**src/rtl/uart_pkg.sv**
```systemverilog
// Shared constants for the UART host sequencer: FSM encoding, strobe
// polarity and the round-robin pointer helper.
package uart_pkg;

  // Sequencer FSM encoding (kept as plain constants for legacy tools).
  localparam logic [1:0] ST_IDLE = 2'b00;
  localparam logic [1:0] ST_WR   = 2'b01;
  localparam logic [1:0] ST_RD   = 2'b10;

  // CoreUART strobes (CSN/WEN/OEN) are active low.
  localparam logic STROBE_ON  = 1'b0;
  localparam logic STROBE_OFF = 1'b1;

  // Start position of the next round-robin search once requester idx has won.
  function automatic logic [2:0] rr_next(input logic [2:0] idx, input int num_req);
    return (int'(idx) == num_req - 1) ? 3'd0 : idx + 3'd1;
  endfunction

endpackage

```
**src/rtl/uart_rr_arbiter.sv**
```systemverilog
// Round-robin arbiter for the shared UART transmitter. While a packet lock
// is held only the locked owner may win; otherwise the search starts at ptr_i.
module uart_rr_arbiter #(
  parameter int NUM_REQ = 4
) (
  input  logic [NUM_REQ-1:0] req_i,
  input  logic [2:0]         ptr_i,
  input  logic               lock_i,
  input  logic [2:0]         lock_id_i,
  output logic [NUM_REQ-1:0] gnt_o,
  output logic [2:0]         idx_o,
  output logic               any_o
);

  logic [7:0] req8;
  logic [7:0] mask8;
  logic [3:0] pos;
  logic       found;

  // Masked circular search for the first eligible requester from ptr_i.
  always_comb begin
    req8                = '0;
    req8[NUM_REQ-1:0]   = req_i;
    mask8               = lock_i ? (req8 & (8'b1 << lock_id_i)) : req8;
    found               = 1'b0;
    idx_o               = '0;
    pos                 = '0;
    for (int k = 0; k < NUM_REQ; k++) begin
      pos = {1'b0, ptr_i} + 4'(k);
      if (pos >= 4'(NUM_REQ)) pos = pos - 4'(NUM_REQ);
      if (!found && mask8[pos[2:0]]) begin
        found = 1'b1;
        idx_o = pos[2:0];
      end
    end
    any_o = found;
    gnt_o = '0;
    for (int i = 0; i < NUM_REQ; i++) gnt_o[i] = found && (idx_o == 3'(i));
  end

endmodule

```
**src/rtl/uart_host_sequencer.sv**
```systemverilog
// Fabric-side sequencer for the CoreUART byte interface. Shares the
// transmitter among NUM_REQ requesters (round-robin with packet lock) and
// drains received bytes into a one-entry rx buffer.
//
// Handshakes: a requester byte moves when req_valid[i] is high and the
// one-hot req_ready[i] pulses (the WR cycle); an rx byte moves on a cycle
// where rx_valid and rx_ready are both high. Producers hold data stable
// while valid is high and ready is low.
module uart_host_sequencer #(
  parameter int NUM_REQ      = 4,
  parameter int TXRDY_SETTLE = 2
) (
  input  logic                 CLK,
  input  logic                 RESET_N,
  input  logic [NUM_REQ-1:0]   req_valid,
  input  logic [8*NUM_REQ-1:0] req_data,
  input  logic [NUM_REQ-1:0]   req_last,
  output logic [NUM_REQ-1:0]   req_ready,
  output logic                 rx_valid,
  input  logic                 rx_ready,
  output logic [7:0]           rx_data,
  output logic                 rx_perr,
  output logic                 rx_ferr,
  output logic                 rx_ovf,
  output logic [2:0]           grant_id,
  output logic                 busy,
  output logic                 CSN,
  output logic                 WEN,
  output logic                 OEN,
  output logic [7:0]           DATA_IN,
  input  logic                 TXRDY,
  input  logic                 RXRDY,
  input  logic [7:0]           DATA_OUT,
  input  logic                 PARITY_ERR,
  input  logic                 FRAMING_ERR,
  input  logic                 OVERFLOW,
  output logic [1:0]           dbg_state
);
  import uart_pkg::*;

  logic [1:0]         state_q, state_d;
  logic               csn_q, csn_d, wen_q, wen_d, oen_q, oen_d;
  logic [7:0]         data_in_q, data_in_d;
  logic [NUM_REQ-1:0] req_ready_q, req_ready_d;
  logic               rx_valid_q, rx_valid_d;
  logic [7:0]         rx_data_q, rx_data_d;
  logic               rx_perr_q, rx_perr_d, rx_ferr_q, rx_ferr_d, rx_ovf_q, rx_ovf_d;
  logic [2:0]         grant_id_q, grant_id_d;
  logic               lock_q, lock_d, last_q, last_d;
  logic [2:0]         rr_ptr_q, rr_ptr_d;
  logic [2:0]         settle_q, settle_d;

  logic [NUM_REQ-1:0] arb_gnt;
  logic [2:0]         arb_idx;
  logic               arb_any;
  logic [7:0]         sel_byte;
  logic               sel_last;
  logic               go_rd, go_wr;

  uart_rr_arbiter #(.NUM_REQ(NUM_REQ)) u_arb (
    .req_i     (req_valid),
    .ptr_i     (rr_ptr_q),
    .lock_i    (lock_q),
    .lock_id_i (grant_id_q),
    .gnt_o     (arb_gnt),
    .idx_o     (arb_idx),
    .any_o     (arb_any)
  );

  // Byte and last flag of the current arbitration winner.
  always_comb begin
    sel_byte = '0;
    sel_last = 1'b0;
    for (int i = 0; i < NUM_REQ; i++) begin
      if (arb_idx == 3'(i)) begin
        sel_byte = req_data[8*i +: 8];
        sel_last = req_last[i];
      end
    end
  end

  // Reads win over writes; a read needs room in the rx buffer this cycle.
  assign go_rd = RXRDY && (!rx_valid_q || rx_ready);
  assign go_wr = TXRDY && (settle_q == 3'd0) && arb_any;

  // Next-state, strobe, arbitration and rx-buffer logic.
  always_comb begin
    state_d     = state_q;
    csn_d       = STROBE_OFF;
    wen_d       = STROBE_OFF;
    oen_d       = STROBE_OFF;
    data_in_d   = data_in_q;
    req_ready_d = '0;
    rx_valid_d  = rx_valid_q;
    rx_data_d   = rx_data_q;
    rx_perr_d   = rx_perr_q;
    rx_ferr_d   = rx_ferr_q;
    rx_ovf_d    = rx_ovf_q;
    grant_id_d  = grant_id_q;
    lock_d      = lock_q;
    last_d      = last_q;
    rr_ptr_d    = rr_ptr_q;
    settle_d    = (settle_q != 3'd0) ? settle_q - 3'd1 : 3'd0;
    if (rx_valid_q && rx_ready) rx_valid_d = 1'b0;
    case (state_q)
      ST_IDLE: begin
        if (go_rd) begin
          state_d = ST_RD;
          csn_d   = STROBE_ON;
          oen_d   = STROBE_ON;
        end else if (go_wr) begin
          // Loading here keeps TXRDY masked for the WR cycle and the
          // following TXRDY_SETTLE-1 cycles, so writes start at most
          // once every TXRDY_SETTLE+1 cycles.
          state_d     = ST_WR;
          csn_d       = STROBE_ON;
          wen_d       = STROBE_ON;
          data_in_d   = sel_byte;
          last_d      = sel_last;
          req_ready_d = arb_gnt;
          grant_id_d  = arb_idx;
          rr_ptr_d    = rr_next(arb_idx, NUM_REQ);
          settle_d    = 3'(TXRDY_SETTLE);
        end
      end
      ST_WR: begin
        state_d = ST_IDLE;
        lock_d  = !last_q;
      end
      ST_RD: begin
        state_d    = ST_IDLE;
        rx_valid_d = 1'b1;
        rx_data_d  = DATA_OUT;
        rx_perr_d  = PARITY_ERR;
        rx_ferr_d  = FRAMING_ERR;
        rx_ovf_d   = OVERFLOW;
      end
      default: state_d = ST_IDLE;
    endcase
  end

  // State and registered outputs; reset drops any strobe in flight at once.
  always_ff @(posedge CLK or negedge RESET_N) begin
    if (!RESET_N) begin
      state_q     <= ST_IDLE;
      csn_q       <= STROBE_OFF;
      wen_q       <= STROBE_OFF;
      oen_q       <= STROBE_OFF;
      data_in_q   <= '0;
      req_ready_q <= '0;
      rx_valid_q  <= 1'b0;
      rx_data_q   <= '0;
      rx_perr_q   <= 1'b0;
      rx_ferr_q   <= 1'b0;
      rx_ovf_q    <= 1'b0;
      grant_id_q  <= '0;
      lock_q      <= 1'b0;
      last_q      <= 1'b0;
      rr_ptr_q    <= '0;
      settle_q    <= '0;
    end else begin
      state_q     <= state_d;
      csn_q       <= csn_d;
      wen_q       <= wen_d;
      oen_q       <= oen_d;
      data_in_q   <= data_in_d;
      req_ready_q <= req_ready_d;
      rx_valid_q  <= rx_valid_d;
      rx_data_q   <= rx_data_d;
      rx_perr_q   <= rx_perr_d;
      rx_ferr_q   <= rx_ferr_d;
      rx_ovf_q    <= rx_ovf_d;
      grant_id_q  <= grant_id_d;
      lock_q      <= lock_d;
      last_q      <= last_d;
      rr_ptr_q    <= rr_ptr_d;
      settle_q    <= settle_d;
    end
  end

  assign CSN       = csn_q;
  assign WEN       = wen_q;
  assign OEN       = oen_q;
  assign DATA_IN   = data_in_q;
  assign req_ready = req_ready_q;
  assign rx_valid  = rx_valid_q;
  assign rx_data   = rx_data_q;
  assign rx_perr   = rx_perr_q;
  assign rx_ferr   = rx_ferr_q;
  assign rx_ovf    = rx_ovf_q;
  assign grant_id  = grant_id_q;
  assign busy      = (state_q != ST_IDLE) || lock_q;
  assign dbg_state = state_q;

endmodule
```
**config.mk**
```make
export PLATFORM = sky130hd
export DESIGN_NAME = uart_host_sequencer
export DESIGN_NICKNAME = d
export VERILOG_FILES = /design/src/rtl/uart_pkg.sv /design/src/rtl/uart_rr_arbiter.sv /design/src/rtl/uart_host_sequencer.sv
export SDC_FILE = /design/constraint.sdc
export NUM_CORES = 1
export LEC_CHECK = 0
export BUFFER_PORTS_ARGS = -buffer_cell sky130_fd_sc_hd__buf_2
export CAP_MARGIN = 20
export CORE_MARGIN = 2
export CORE_UTILIZATION = 53
export DETAILED_ROUTE_END_ITERATION = 10
export PLACE_DENSITY = 0.93
export SLEW_MARGIN = 20
export SYNTH_ARGS = -nofsm -noshare
export SYNTH_HDL_FRONTEND = slang
export SYNTH_HIERARCHICAL = 1
export SYNTH_SLANG_ARGS = --single-unit
```
**constraint.sdc**
```tcl
create_clock -name CLK -period 5.3 [get_ports CLK]
set_clock_uncertainty 0.1 [all_clocks]
set_input_delay 0.53 -clock CLK [delete_from_list [all_inputs] [get_ports CLK]]
set_output_delay 0.53 -clock CLK [all_outputs]
set_load 0.01 [all_outputs]
```
Word-level counts from Yosys, hierarchy flattened
Index checks and enable logic that the tools add are counted.
- order comparisons: 8
- equal/unequal tests: 7
- bitwise gates (word level): 2
- mux-type cells: 49
- $add $sub $neg: 9
- shifts and indexed selects: 1
- reductions and logical operators: 25
- operators with widths (kind ; count):
    $mux W8 ; 5
    $mux W3 ; 13
    $mux W1 ; 21
    $lt A3 B4 Y1 const B ; 4
    $bmux W1 S3 ; 4
    $ge A4 B3 Y1 const B ; 3
    $mux W4 ; 3
    $sub A3 B3 Y3 const B ; 4
    $logic_and A1 B1 Y1 ; 11
    $add A3 B2 Y4 const B ; 2
    $and A4 B8 Y8 ; 1
    $shl A1 B3 Y8 const A ; 1
    $eq A3 B2 Y1 const B ; 2
    $logic_not A3 Y1 ; 2
    $mux W2 ; 3
    $logic_not A1 Y1 ; 5
    $add A3 B1 Y4 const B ; 1
    $reduce_bool A2 Y1 ; 2
    $add A3 B1 Y3 const B ; 1
    $eq A3 B1 Y1 const B ; 1
    $eq A3 B3 Y1 const B ; 1
    $ge A3 B3 Y1 const B ; 1
    $ne A3 B3 Y1 const B ; 1
    $reduce_and A3 Y1 ; 1
    7 further kinds ; 8
- output and inout bits: 33
- word-level logic and storage cells: 117
- flip-flop bits (word level): 40
- input bits: 56

Longest topological paths before layout
- depth after elaboration: 20
- mapped depth: 16

Modules after synthesis
The synthesis kept the hierarchy.
- modules (own cells, without submodules) (module ; area each (um^2) ; cells an instance ; times used ; sequential area each (um^2)):
    uart_host_sequencer ; 1804.2 ; 146 ; 1 ; 1004.7
    uart_rr_arbiter ; 580.6 ; 77 ; 1 ; 0.0

Worst setup path before layout
OpenSTA, ideal clock, no wires.
- path kind: flip-flop to flip-flop
- from: reg rr_ptr_q[0]
- to: reg data_in_q[0] (netlist: DATA_IN[0])
- data required time: 5.096 ns
- cell stages (with the launch flop): 17
- slack: 2.162 ns
- data arrival time: 2.935 ns
- period minus slack after synthesis: 3.138 ns
- setup time: 0.104 ns
- cells stage by stage: dfrtp_1 buf_4 inv_2 ha_1 nand2b_1 o2111a_1 a21oi_1 a2111oi_1 o21ai_1 nand2_1 inv_1 ha_1 clkbuf_1 nor2b_1 clkbuf_1 a221oi_1 o41ai_2
- word-level cells in the longest chain between the ends: 19
- elaborated cells on any way between the ends: 47
- classes of those cells: add/sub (7); order compare (4); eq/ne (3); mux (24); reduce/logical (9)
- ends and longest elaborated chain (element ; line ; source):
    start: declaration ; uart_host_sequencer.sv:50 ; logic [2:0] rr_ptr_q, rr_ptr_d;
    start signal: assignment ; uart_host_sequencer.sv:176 ; rr_ptr_q <= rr_ptr_d;
    parallel branches: the longest is 13 deep, another holds $add A3 B1 Y4 ; n/a ;
    $mux W3 * ; uart_rr_arbiter.sv:31 ; if (!found && mask8[pos[2:0]]) begin
    via arb_idx[1] ; uart_host_sequencer.sv:54 ; logic [2:0] arb_idx;
    $logic_not A3 Y1 ; uart_host_sequencer.sv:75 ; if (arb_idx == 3'(i)) begin
    $mux W8 (3 in series) ; uart_host_sequencer.sv:75 ;
    $mux W8 * ; uart_host_sequencer.sv:75 ;
    end signal: assignment ; uart_host_sequencer.sv:166 ; data_in_q <= data_in_d;
    end: declaration ; uart_host_sequencer.sv:43 ; logic [7:0] data_in_q, data_in_d;
Mark *: on every way through the listed nets, which the timed path passes. The select of a mux whose other input is x is not followed.
A chain may end at the register's enable or synchronous reset.

Final worst setup path
- from: reg rr_ptr_q[0]
- to: reg data_in_q[1] (netlist: DATA_IN[1])
The elaborated chain is that of the path after synthesis.

==> metrics.cfg <==
[sta]
worst_slew_pin_slew_ns=0.933
hold_viol=0
slew_viol_final=0
max_freq_ghz=0.252
setup_violations=0
rsz0062_at_grt=no
finalCriticalPeriod_ns=3.97
fin_setup_tns_ns=0
min_period_over_period=0.750
maxSlewHeadroom=0.377

[flow_run]
cap_violations=0

[placed_design]
port_buffers=88
hpwl_microns=4340
place_inst=350
gp_congestion=0.924

[floorplan]
die_area_sq_mm=0.00505
die_w_microns=71.1
row_count=24
io_pins=89
initial_core_util=0.548
dieHeight_microns=71.1
core_region_area_sq_mm=0.00435

[clocking]
post-cts-setup-buffer-count=0
root_buffer=clkbuf_8
cts_max_level=2
cts.sinks=40
clock_latency_ns=0.30
cts_hold_buf=0
clockBufferDepth=2
clk_pin_slew_ns=0.08
post_cts_resized=0
tritoncts=done
numCtsBuffers=5

[power]
switching_power_mw=0.990
p_leak_nw=1.42
vdd_drop_max_mv=0.490
seqPwrFrac=0.267
p_sw_frac=0.476
pwr-share-clk=0.120
intPower_mw=1.09
p_comb_frac=0.613
powerDensity_mw_per_mm2=709

[route]
drt-initial-drc-count=110
drt-total-wl_microns=6150
via_count=2203
dr.pass1.iters=4
wl_per_cell_microns=17.2
ant_nets=0
drcViolationCount=0
vias_per_cell=6.15

[worst_setup_path]
endpoint_kind=register
crit_start=rr_ptr_q[0]$_DFFE_PN0P_
required_ns=5.39
regToRegStartpoint=rr_ptr_q[0]$_DFFE_PN0P_
crit_arrival_ns=4.06
crit_path_start_kind=register
cp_max_fo=19
worstSetupPathType=reg2reg

[yosys]
synth_seq_cells=40
yosysUniqueCellTypes=59
syn_area_sq_mm=0.00238
synth_top_area_cell=dfrtp_1
avgSynthCellArea_sq_um=10.7
synth_nets=285
synthCells=223
yosys-top-cells-area=dfrtp_1 39%, mux2_2 6.6%, o41ai_2 6.1%
ys.flop_type=dfrtp_1
synth_edf_count=0
synth_warnings=6
netlist.area_leader.share=0.388
synthArstFlopShare=1.00
seq_area_frac_synth=0.421

[final_layout]
area_growth_pct=22.9
antenna_cells=0
nNetsFinal=367
post_route_cells_drive_above_1_share=0.474
fin_cells=358
final_util=0.673

[global_routing]
grt_pass1_vias=2113
grt_antenna_before_repair=0
grt_pass1_wl_microns=9890
grt_usage=0.250
grt-ovfl-total=0
grt_max_degree=41

[run_status]
status=completed

[hold_path]
holdCritPathClass=in2async

worst max-delay path, cell delays in order, from the launching register on:
cell      delay (ns)
dfrtp_1         0.74
inv_2           0.21
ha_1            0.43
inv_1           0.11
o221ai_2        0.12
a32oi_1         0.34
o21ai_1         0.19
nand2_1         0.16
inv_1           0.09
ha_1            0.33
nor2b_1         0.59
a221oi_1        0.21
o41ai_2         0.25
placed cells by master, fill, tap and decap left out, types with 2 or more instances in the layout:
cell / synthesis / layout
buf_2: 5 / 88
dfrtp_1: 37 / 37
nand2_1: 25 / 25
mux2_2: 14 / 14
o21ai_0: 10 / 10
o22ai_1: 9 / 9
a221oi_1: 9 / 9
o41ai_2: 9 / 9
inv_1: 8 / 8
nor2_1: 6 / 6
and2_1: 6 / 6
ha_1: 6 / 6
a21oi_1: 5 / 5
clkbuf_8: 0 / 5
nor2b_1: 4 / 4
or2_2: 4 / 4
nand3_1: 4 / 4
dfstp_2: 3 / 3
inv_2: 3 / 3
nand2b_1: 2 / 2
nor3_1: 2 / 2
o31ai_1: 2 / 2
nor3b_2: 2 / 2
o21ai_2: 2 / 2
o21a_1: 2 / 2
a31oi_1: 2 / 2
o221ai_2: 2 / 2
nand3b_1: 2 / 2
nand4_1: 2 / 2
a22oi_1: 2 / 2
final timing paths:
check,to,cells after the start,slack (ns)
setup / recovery,DATA_IN[1]$_DFFE_PN0P_,12,1.33
hold / removal,rx_perr$_DFFE_PN0P_,1,0.24
setup reg to reg,DATA_IN[1]$_DFFE_PN0P_,12,1.33
hold reg to reg,lock_q$_DFFE_PN0N_,1,0.39
max in group asynchronous,rr_ptr_q[0]$_DFFE_PN0P_,1,4.31
min in group CLK,rx_data[1]$_DFFE_PN0P_,2,0.36
synth_stat cells (2+ instances only):
cell type	number
a21oi_1	5
a221oi_1	9
a22oi_1	2
a31oi_1	2
and2_1	6
buf_2	5
buf_4	2
clkbuf_1	4
dfrtp_1	37
dfstp_2	3
ha_1	6
inv_1	8
inv_2	3
mux2_2	14
nand2_1	25
nand2b_1	2
nand3_1	4
nand3b_1	2
nand4_1	2
nor2_1	6
nor2b_1	4
nor3_1	2
nor3b_2	2
o21a_1	2
o21ai_0	10
o21ai_2	2
o221ai_2	2
o22ai_1	9
o31ai_1	2
o41ai_2	9
or2_2	4
final cells by class:
type                    instances  area, sq um
flip-flops and latches         40         1000
clock inverters                 3         42.5
repair buffers                 88          440
clock buffers                   5         68.8
fillers                       312         1420
inverters                      11         41.3
well taps                      52         65.1
multi-input cells             159         1270
registers in the layout, indices dropped and copies added (netlist names):
register and cells:
OEN 1, grant_id 3, rx_data 8, lock_q 1, settle_q 3, rx_valid 1
CSN 1, rx_ferr 1, last_q 1, WEN 1, dbg_state 2, rr_ptr_q 3
req_ready 4, rx_perr 1, DATA_IN 8, rx_ovf 1
layer usage:
layer,part of all wire,global-route usage
met1,0.41,0.318
met2,0.48,0.421
met3,0.080,0.0499
met4,0.025,0.0964
met5,0,0
kinds of logic (layout without fill, tap and decap cells):
kind of cell	count (synthesis)	in the layout	share of synthesized area
mux	14	14	0.0661
buf+inv	24	107	0.0467
other cells	1	1	0.00157
simple gates	65	65	0.147
flops	40	40	0.421
compound gates	73	73	0.286
fa+ha+maj	6	6	0.0315
power groups by stage:
stage          registers (mW)  logic (mW)  clock network [mW]
6_report                0.555        1.28               0.249
5_1_grt                 0.574        1.40               0.262
4_1_cts                 0.554        1.27               0.251
3_5_place_dp            0.555        1.24                   0
3_3_place_gp            0.550        1.21                   0
2_1_floorplan           0.560       0.935                   0
metrics by stage:
| step | hold WS, ns | setup WS, ns | total power [mW] | cell area [sq um] |
|---|---|---|---|---|
| after global routing | 0.311 | 1.08 | 2.24 | 2930 |
| after CTS | 0.270 | 1.41 | 2.07 | 2930 |
| after global placement | 0.365 | 1.66 | 1.76 | 2820 |
| final | 0.235 | 1.33 | 2.08 | 2930 |
| after floorplan | 0.134 | 2.16 | 1.49 | 2380 |
| after detailed placement | 0.360 | 1.51 | 1.79 | 2820 |
No activity file was read; power rests on OpenSTA's default activity.
